### src/rtl/uart_frame_ctrl_p.sv
// uart_frame_ctrl_p: host frame parser and result framer for the mat-vec engine.
// Rx frames FE,L,CMD,payload set N, load vector/matrix FIFOs or start compute;
// CMD 02 returns FE,N+1,data x N,EF built from the result FIFO.
// Optional feature macro: FRAME_TIMEOUT_EN (inter-byte timeout in Rx states).
// Ports:
//   clk, reset             clock, synchronous active-high reset
//   rx_valid, rx_data      byte strobe and byte from UART Rx
//   tx_ready, tx_send,     UART Tx idle flag, send request,
//   tx_data                byte to transmit (held through send and wait)
//   res_data, res_empty,   result FIFO head, empty flag,
//   res_pop                one-cycle pop
//   wr_data, vec_push,     payload byte, vector FIFO push,
//   mat_push               one-hot row FIFO push (row % CH)
//   n_out, start, err,     N register, compute start pulse, error pulse,
//   busy                   controller not idle
module uart_frame_ctrl_p #(
   parameter int DATA_W      = 8,
   parameter int MAX_N       = 8,
   parameter int CH          = 4,
   parameter int TIMEOUT_CYC = 100000
) (
   input  logic                       clk,
   input  logic                       reset,
   input  logic                       rx_valid,
   input  logic [7:0]                 rx_data,
   input  logic                       tx_ready,
   output logic                       tx_send,
   output logic [7:0]                 tx_data,
   input  logic [DATA_W-1:0]          res_data,
   input  logic                       res_empty,
   output logic                       res_pop,
   output logic [7:0]                 wr_data,
   output logic                       vec_push,
   output logic [CH-1:0]              mat_push,
   output logic [$clog2(MAX_N+1)-1:0] n_out,
   output logic                       start,
   output logic                       err,
   output logic                       busy
);

   localparam int NW = $clog2(MAX_N + 1);

   localparam logic [7:0] FE = 8'hFE;
   localparam logic [7:0] EF = 8'hEF;

   typedef enum logic [3:0] {
      S_IDLE,
      S_LEN,
      S_CMD,
      S_SET_N,
      S_LOAD_VEC,
      S_LOAD_MAT,
      S_TX_FE,
      S_TX_L,
      S_TX_DATA,
      S_TX_EF
   } state_t;

   state_t state, state_nxt;

   logic [NW-1:0] n_q;
   logic [7:0]    len_q;
   logic [NW-1:0] cnt_q;
   logic [NW-1:0] row_q;
   logic [NW-1:0] col_q;
   // Tx byte phase: 0 = send, 1 = wait for tx_ready to return
   logic          ph_q;

   logic       in_rx;
   logic       in_tx;
   logic       stall;
   logic       to_wait;
   logic       done_b;
   logic       last_cnt;
   logic       col_last;
   logic       row_last;
   logic       n_ok;
   logic       tmo;
   logic [7:0] n_p1;

   assign in_rx = (state == S_LEN) || (state == S_CMD) ||
                  (state == S_SET_N) || (state == S_LOAD_VEC) ||
                  (state == S_LOAD_MAT);
   assign in_tx = (state == S_TX_FE) || (state == S_TX_L) ||
                  (state == S_TX_DATA) || (state == S_TX_EF);

   // data bytes wait in the send phase until a result is available
   assign stall   = (state == S_TX_DATA) && res_empty && !ph_q;
   assign to_wait = in_tx && !ph_q && !stall && !tx_ready;
   assign done_b  = in_tx && ph_q && tx_ready;

   assign last_cnt = (cnt_q == n_q - NW'(1));
   assign col_last = (col_q == n_q - NW'(1));
   assign row_last = (row_q == n_q - NW'(1));
   assign n_p1     = 8'(n_q) + 8'd1;
   assign n_ok     = (int'(rx_data) >= 1) && (int'(rx_data) <= MAX_N);

`ifdef FRAME_TIMEOUT_EN
   localparam int TW = $clog2(TIMEOUT_CYC + 1);

   logic [TW-1:0] idle_q;

   always_ff @(posedge clk) begin
      if (reset || rx_valid || !in_rx) begin
         idle_q <= '0;
      end else if (!tmo) begin
         idle_q <= idle_q + TW'(1);
      end
   end

   assign tmo = in_rx && !rx_valid && (idle_q == TW'(TIMEOUT_CYC));
`else
   assign tmo = 1'b0;
`endif

   // state and datapath registers
   always_ff @(posedge clk) begin
      if (reset) begin
         state <= S_IDLE;
         n_q   <= NW'(1);
         len_q <= 8'd0;
         cnt_q <= '0;
         row_q <= '0;
         col_q <= '0;
         ph_q  <= 1'b0;
      end else begin
         state <= state_nxt;
         if (state == S_LEN && rx_valid) begin
            len_q <= rx_data;
         end
         if (state == S_SET_N && rx_valid && n_ok) begin
            n_q <= NW'(rx_data);
         end
         if (state == S_CMD && rx_valid &&
             (rx_data == 8'h02 || rx_data == 8'h04)) begin
            cnt_q <= '0;
            row_q <= '0;
            col_q <= '0;
         end
         if (state == S_LOAD_VEC && rx_valid) begin
            cnt_q <= cnt_q + NW'(1);
         end
         if (state == S_LOAD_MAT && rx_valid) begin
            if (col_last) begin
               col_q <= '0;
               row_q <= row_q + NW'(1);
            end else begin
               col_q <= col_q + NW'(1);
            end
         end
         if (state == S_TX_DATA && done_b) begin
            cnt_q <= cnt_q + NW'(1);
         end
         if (to_wait) begin
            ph_q <= 1'b1;
         end else if (done_b) begin
            ph_q <= 1'b0;
         end
      end
   end

   // next state
   always_comb begin
      state_nxt = state;
      if (tmo) begin
         state_nxt = S_IDLE;
      end else begin
         unique case (state)
            S_IDLE: begin
               if (rx_valid && rx_data == FE) state_nxt = S_LEN;
            end
            S_LEN: begin
               if (rx_valid) state_nxt = S_CMD;
            end
            S_CMD: begin
               if (rx_valid) begin
                  case (rx_data)
                     8'h01:   state_nxt = S_SET_N;
                     8'h02:   state_nxt = S_TX_FE;
                     8'h04:   state_nxt = (len_q == n_p1) ? S_LOAD_VEC
                                                          : S_LOAD_MAT;
                     default: state_nxt = S_IDLE;
                  endcase
               end
            end
            S_SET_N: begin
               if (rx_valid) state_nxt = S_IDLE;
            end
            S_LOAD_VEC: begin
               if (rx_valid && last_cnt) state_nxt = S_IDLE;
            end
            S_LOAD_MAT: begin
               if (rx_valid && col_last && row_last) state_nxt = S_IDLE;
            end
            S_TX_FE: begin
               if (done_b) state_nxt = S_TX_L;
            end
            S_TX_L: begin
               if (done_b) state_nxt = S_TX_DATA;
            end
            S_TX_DATA: begin
               if (done_b && last_cnt) state_nxt = S_TX_EF;
            end
            S_TX_EF: begin
               if (done_b) state_nxt = S_IDLE;
            end
            default: state_nxt = S_IDLE;
         endcase
      end
   end

   // outputs; pulses are suppressed while reset is held
   always_comb begin
      tx_send  = 1'b0;
      tx_data  = 8'd0;
      res_pop  = 1'b0;
      vec_push = 1'b0;
      mat_push = '0;
      start    = 1'b0;
      err      = 1'b0;
      wr_data  = rx_data;
      n_out    = n_q;
      busy     = (state != S_IDLE);
      if (!reset) begin
         tx_send = in_tx && !ph_q && !stall && tx_ready;
         unique case (1'b1)
            (state == S_TX_FE):   tx_data = FE;
            (state == S_TX_L):    tx_data = n_p1;
            (state == S_TX_DATA): tx_data = 8'(res_data);
            (state == S_TX_EF):   tx_data = EF;
            default:              tx_data = 8'd0;
         endcase
         res_pop  = (state == S_TX_DATA) && done_b;
         vec_push = (state == S_LOAD_VEC) && rx_valid;
         if (state == S_LOAD_MAT && rx_valid) begin
            for (int i = 0; i < CH; i++) begin
               if (i == int'(row_q) % CH) mat_push[i] = 1'b1;
            end
         end
         start = (state == S_CMD) && rx_valid && (rx_data == 8'h03);
         err   = ((state == S_CMD) && rx_valid &&
                  ((rx_data == 8'h00) || (rx_data > 8'h04))) ||
                 ((state == S_SET_N) && rx_valid && !n_ok) ||
                 tmo;
      end
   end

endmodule

### config.mk
export PLATFORM = sky130hd
export DESIGN_NAME = uart_frame_ctrl_p
export DESIGN_NICKNAME = d
export VERILOG_FILES = /design/src/rtl/uart_frame_ctrl_p.sv
export SDC_FILE = /design/constraint.sdc
export NUM_CORES = 1
export LEC_CHECK = 0
export BUFFER_PORTS_ARGS = -buffer_cell sky130_fd_sc_hd__buf_2
export CELL_PAD_IN_SITES_DETAIL_PLACEMENT = 0
export CELL_PAD_IN_SITES_GLOBAL_PLACEMENT = 1
export CORE_MARGIN = 8
export CORE_UTILIZATION = 40
export DETAILED_ROUTE_END_ITERATION = 8
export GPL_ROUTABILITY_DRIVEN = 1
export GPL_TIMING_DRIVEN = 0
export PLACE_DENSITY_LB_ADDON = 0.1
export SKIP_CTS_REPAIR_TIMING = 1
export SLEW_MARGIN = 0
export SYNTH_ARGS = -nofsm -noshare
export SYNTH_HDL_FRONTEND = slang
export SYNTH_SLANG_ARGS = --single-unit
### constraint.sdc
create_clock -name clk -period 2.7 [get_ports clk]
set_input_delay 0.135 -clock clk [delete_from_list [all_inputs] [get_ports clk]]
set_output_delay 0.135 -clock clk [all_outputs]
set_load 0.01 [all_outputs]
==> results.md <==
- Initial Util: 0.4151
- Post-Place Cells: 412
- Sequential share of power: 0.427
- Final Hold Fails: 0
- GPL Wtd Cong: 0.9151
- Initial antenna violation count: 0
- Final Cycle Share: 0.9662
- Root buf cell: clkbuf_8
- WL final: around 7 mm
- Grt total ovfl: 0
- Crit path DAT: 2.78 ns
- CP Launch Type: register
- RSZ-0062 raised after global routing: false
- Cell Chain, Critical Path: buf_6 > inv_1 > ha_1 > clkbuf_4 > xor2_2 > nand2_1 > a221o_2 > or3_4 > o311a_1
- NetSw: about 240 uW
- Crit-path max cell delay: around 0.45 ns
- CTS sink cnt: 29
- Diode count: 0
- Clk pwr share: 0.484
- Top-area cell type share of the netlist area: 0.2524
- Async set or reset register ratio after synthesis: 0
- Core Box Area: between 5000 and 6000 um2
- Routed Antenna Nets: 0
- Library cells used by synthesis: 55
- Number of synthesized register bits: 29
- Layout Cells excl Fill: 420
- Combinational power share: 0.089
- Top FF cell, synth: dfxtp_1
- Power Total: roughly 1.0 mW
- Detailed Place HPWL: 5.425 mm
- Fin crit period: between 2 and 3 ns
- Via density: 5.355
- Vias in the first global route: 2101
- Clock latency on the worst-skew pair: 0.28 ns
- Mapped Area: approximately 2300 um2
- Leakage power figure: 1.137 nW
- Slew headroom: 0.4662
- Largest net degree at the start of global routing: 11
- Post-synth EDFFs: 0
- Slew @ Worst Pin: 0.7934 ns
- Final Skew: 0.006286 ns
- Syn avg cell area: 7.876 um2
- Detailed-route via count: 2249
- Status: completed
- Synth area leaders: dfxtp_1 (25%), a21oi_1 (6.1%), xnor2_1 (5.3%)
- Layout cell share with drive strength beyond 1: 0.2414
- FP Rows: 27
- Worst VDD drop: between 0.0002 and 0.0003 V
- I/O Buffers: 48
- Dominant cell type by area after synthesis: dfxtp_1
- Sequential cell area fraction in the yosys report: 0.2524
- Worst-path clk slew: about 0.070 ns
- Clock buffer count from CTS: 5
- Crit. End Element: register
- Gr usage total: 0.1657
- CP max-delay cell: a221o_2
- Die ar.: 8432 um2
- FMAX: 0.3833 GHz
- Sw Ratio: 0.2367
- Max_cap viols: 0
- Count of final max-slew check failures: 0
- Class of the worst hold path: input pin to register
- CTS Buffer Depth: 2
- Synthesis Warnings: 0
- Hold Path Depth: 2
- IO Pins: 51
- Area growth syn-to-layout: 21.00%
- Post-route DRC: 0
- Internal: 764.8 uW
- CTS tree: built
- First-pass GRT wire length: 11.26 mm
- Post-Synthesis Cells: 292
- Cell Pwr Density: around 360 nW/um2
- First drt pass iteration count: 4
- Setup violators final: 0
- DR WL/cell: 16.73 um
- Crit Path Class: register to register
- H-tree depth: 2
- Nets: 376
- Iteration-0 DRC Markers: 142
- Syn nets: 321
- Die height: 91.83 um
- Die width: 91.83 um
- Worst-path maximum fanout: 8
- CP required: 2.87 ns
- R2r worst-path depth: 9
==> cells in the mapped netlist (8+ instances only) <==
cell / number
dfxtp_1: 29
a21oi_1: 28
nand2_1: 26
nand3_1: 22
nor2_1: 17
xnor2_1: 14
clkbuf_1: 11
inv_1: 11
buf_4: 10
nor3_1: 10
xor2_1: 9
ha_1: 8
nor4_1: 8
==> final timing paths <==
| check | from | to | slack (ns) |
|---|---|---|---|
| max | n_out[0] | state[2] | 0.09 |
| min | tx_ready | ph_q | 0.1 |
| max reg2reg | n_out[0] | state[2] | 0.09 |
| min reg2reg | len_q[6] | len_q[6] | 0.46 |
==> final cells by class <==
cell class | count | area [um2]
buffer | 29 | 188.9
clock buffer | 6 | 82.58
clock inverter | 2 | 37.54
fill | 575 | 2758
inverter | 12 | 45.04
multi-input combinational | 222 | 1516
sequential | 29 | 581.8
tap | 72 | 90.09
timing repair buffer | 48 | 240.2
==> cells by family (layout without fill, tap and decap cells) <==
| logic type | count (synthesis) | count (layout) | share of synthesized area |
|---|---|---|---|
| AOI/OAI and AO/OA | 61 | 61 | 0.1747 |
| buffers and inverters | 41 | 97 | 0.09901 |
| xor gates and xnor gates | 28 | 28 | 0.1322 |
| muxes | 6 | 6 | 0.02666 |
| and+or+nand+nor | 119 | 119 | 0.2715 |
| DFF | 29 | 29 | 0.2524 |
| adders and majority gates | 8 | 8 | 0.04353 |
==> layer usage <==
layer  vias up  global-route usage  part of all wire
met2        46              0.2689              0.46
met1      1052              0.2106              0.48
li1       1146                   -                 -
met5         -                   0                 0
met4         0             0.05101            0.0065
met3         5             0.04156             0.049
==> worst max-delay path: cells and delay by family (launching register included) <==
| kind | cells | cell delay, ns |
|---|---|---|
| compound gates | 2 | 0.80 |
| buf+inv | 3 | 0.42 |
| flops | 1 | 0.36 |
| fa+ha+maj | 1 | 0.27 |
| xor+xnor | 1 | 0.13 |
| simple gates | 2 | 0.53 |
==> metrics by stage <==
step	setup TNS, ns	utilization	hold WS [ns]	setup slack [ns]	cell area (um2)
after floorplan	0	-	0.2468	0.2464	2300
after global placement	-0.05407	0.4747	0.3794	-0.05407	2630
after detailed placement	-0.05385	0.4747	0.3863	-0.05385	2630
after CTS	-0.09869	0.4964	0.08894	-0.08004	2750
after global routing	0	0.5023	0.09440	0.02207	2783
final	0	0.5023	0.09537	0.09136	2783
==> cell usage in the layout, fill, tap and decap left out, types with 8 or more instances in the layout <==
master,count
buf_2,50
ha_1,8
clkbuf_1,11
xnor2_1,14
buf_4,9
a21oi_1,28
xor2_1,9
dfxtp_1,28
nand2_1,26
nor3_1,10
nor2_1,17
inv_1,11
nand3_1,22
==> power groups by stage <==
stage | registers (mW) | logic [mW] | clock network (mW)
6_report | 0.428 | 0.0890 | 0.485
5_1_grt | 0.427 | 0.0970 | 0.514
4_1_cts | 0.428 | 0.0890 | 0.493
3_5_place_dp | 0.438 | 0.0888 | 0
3_3_place_gp | 0.438 | 0.0883 | 0
2_1_floorplan | 0.438 | 0.0505 | 0
==> registers in the layout (all words and copies together), names as in the netlist <==
register / count
cnt_q: 4
state: 4
row_q: 4
n_out: 4
len_q: 8
ph_q: 1
col_q: 4
(Power assumes the default switching activity.)
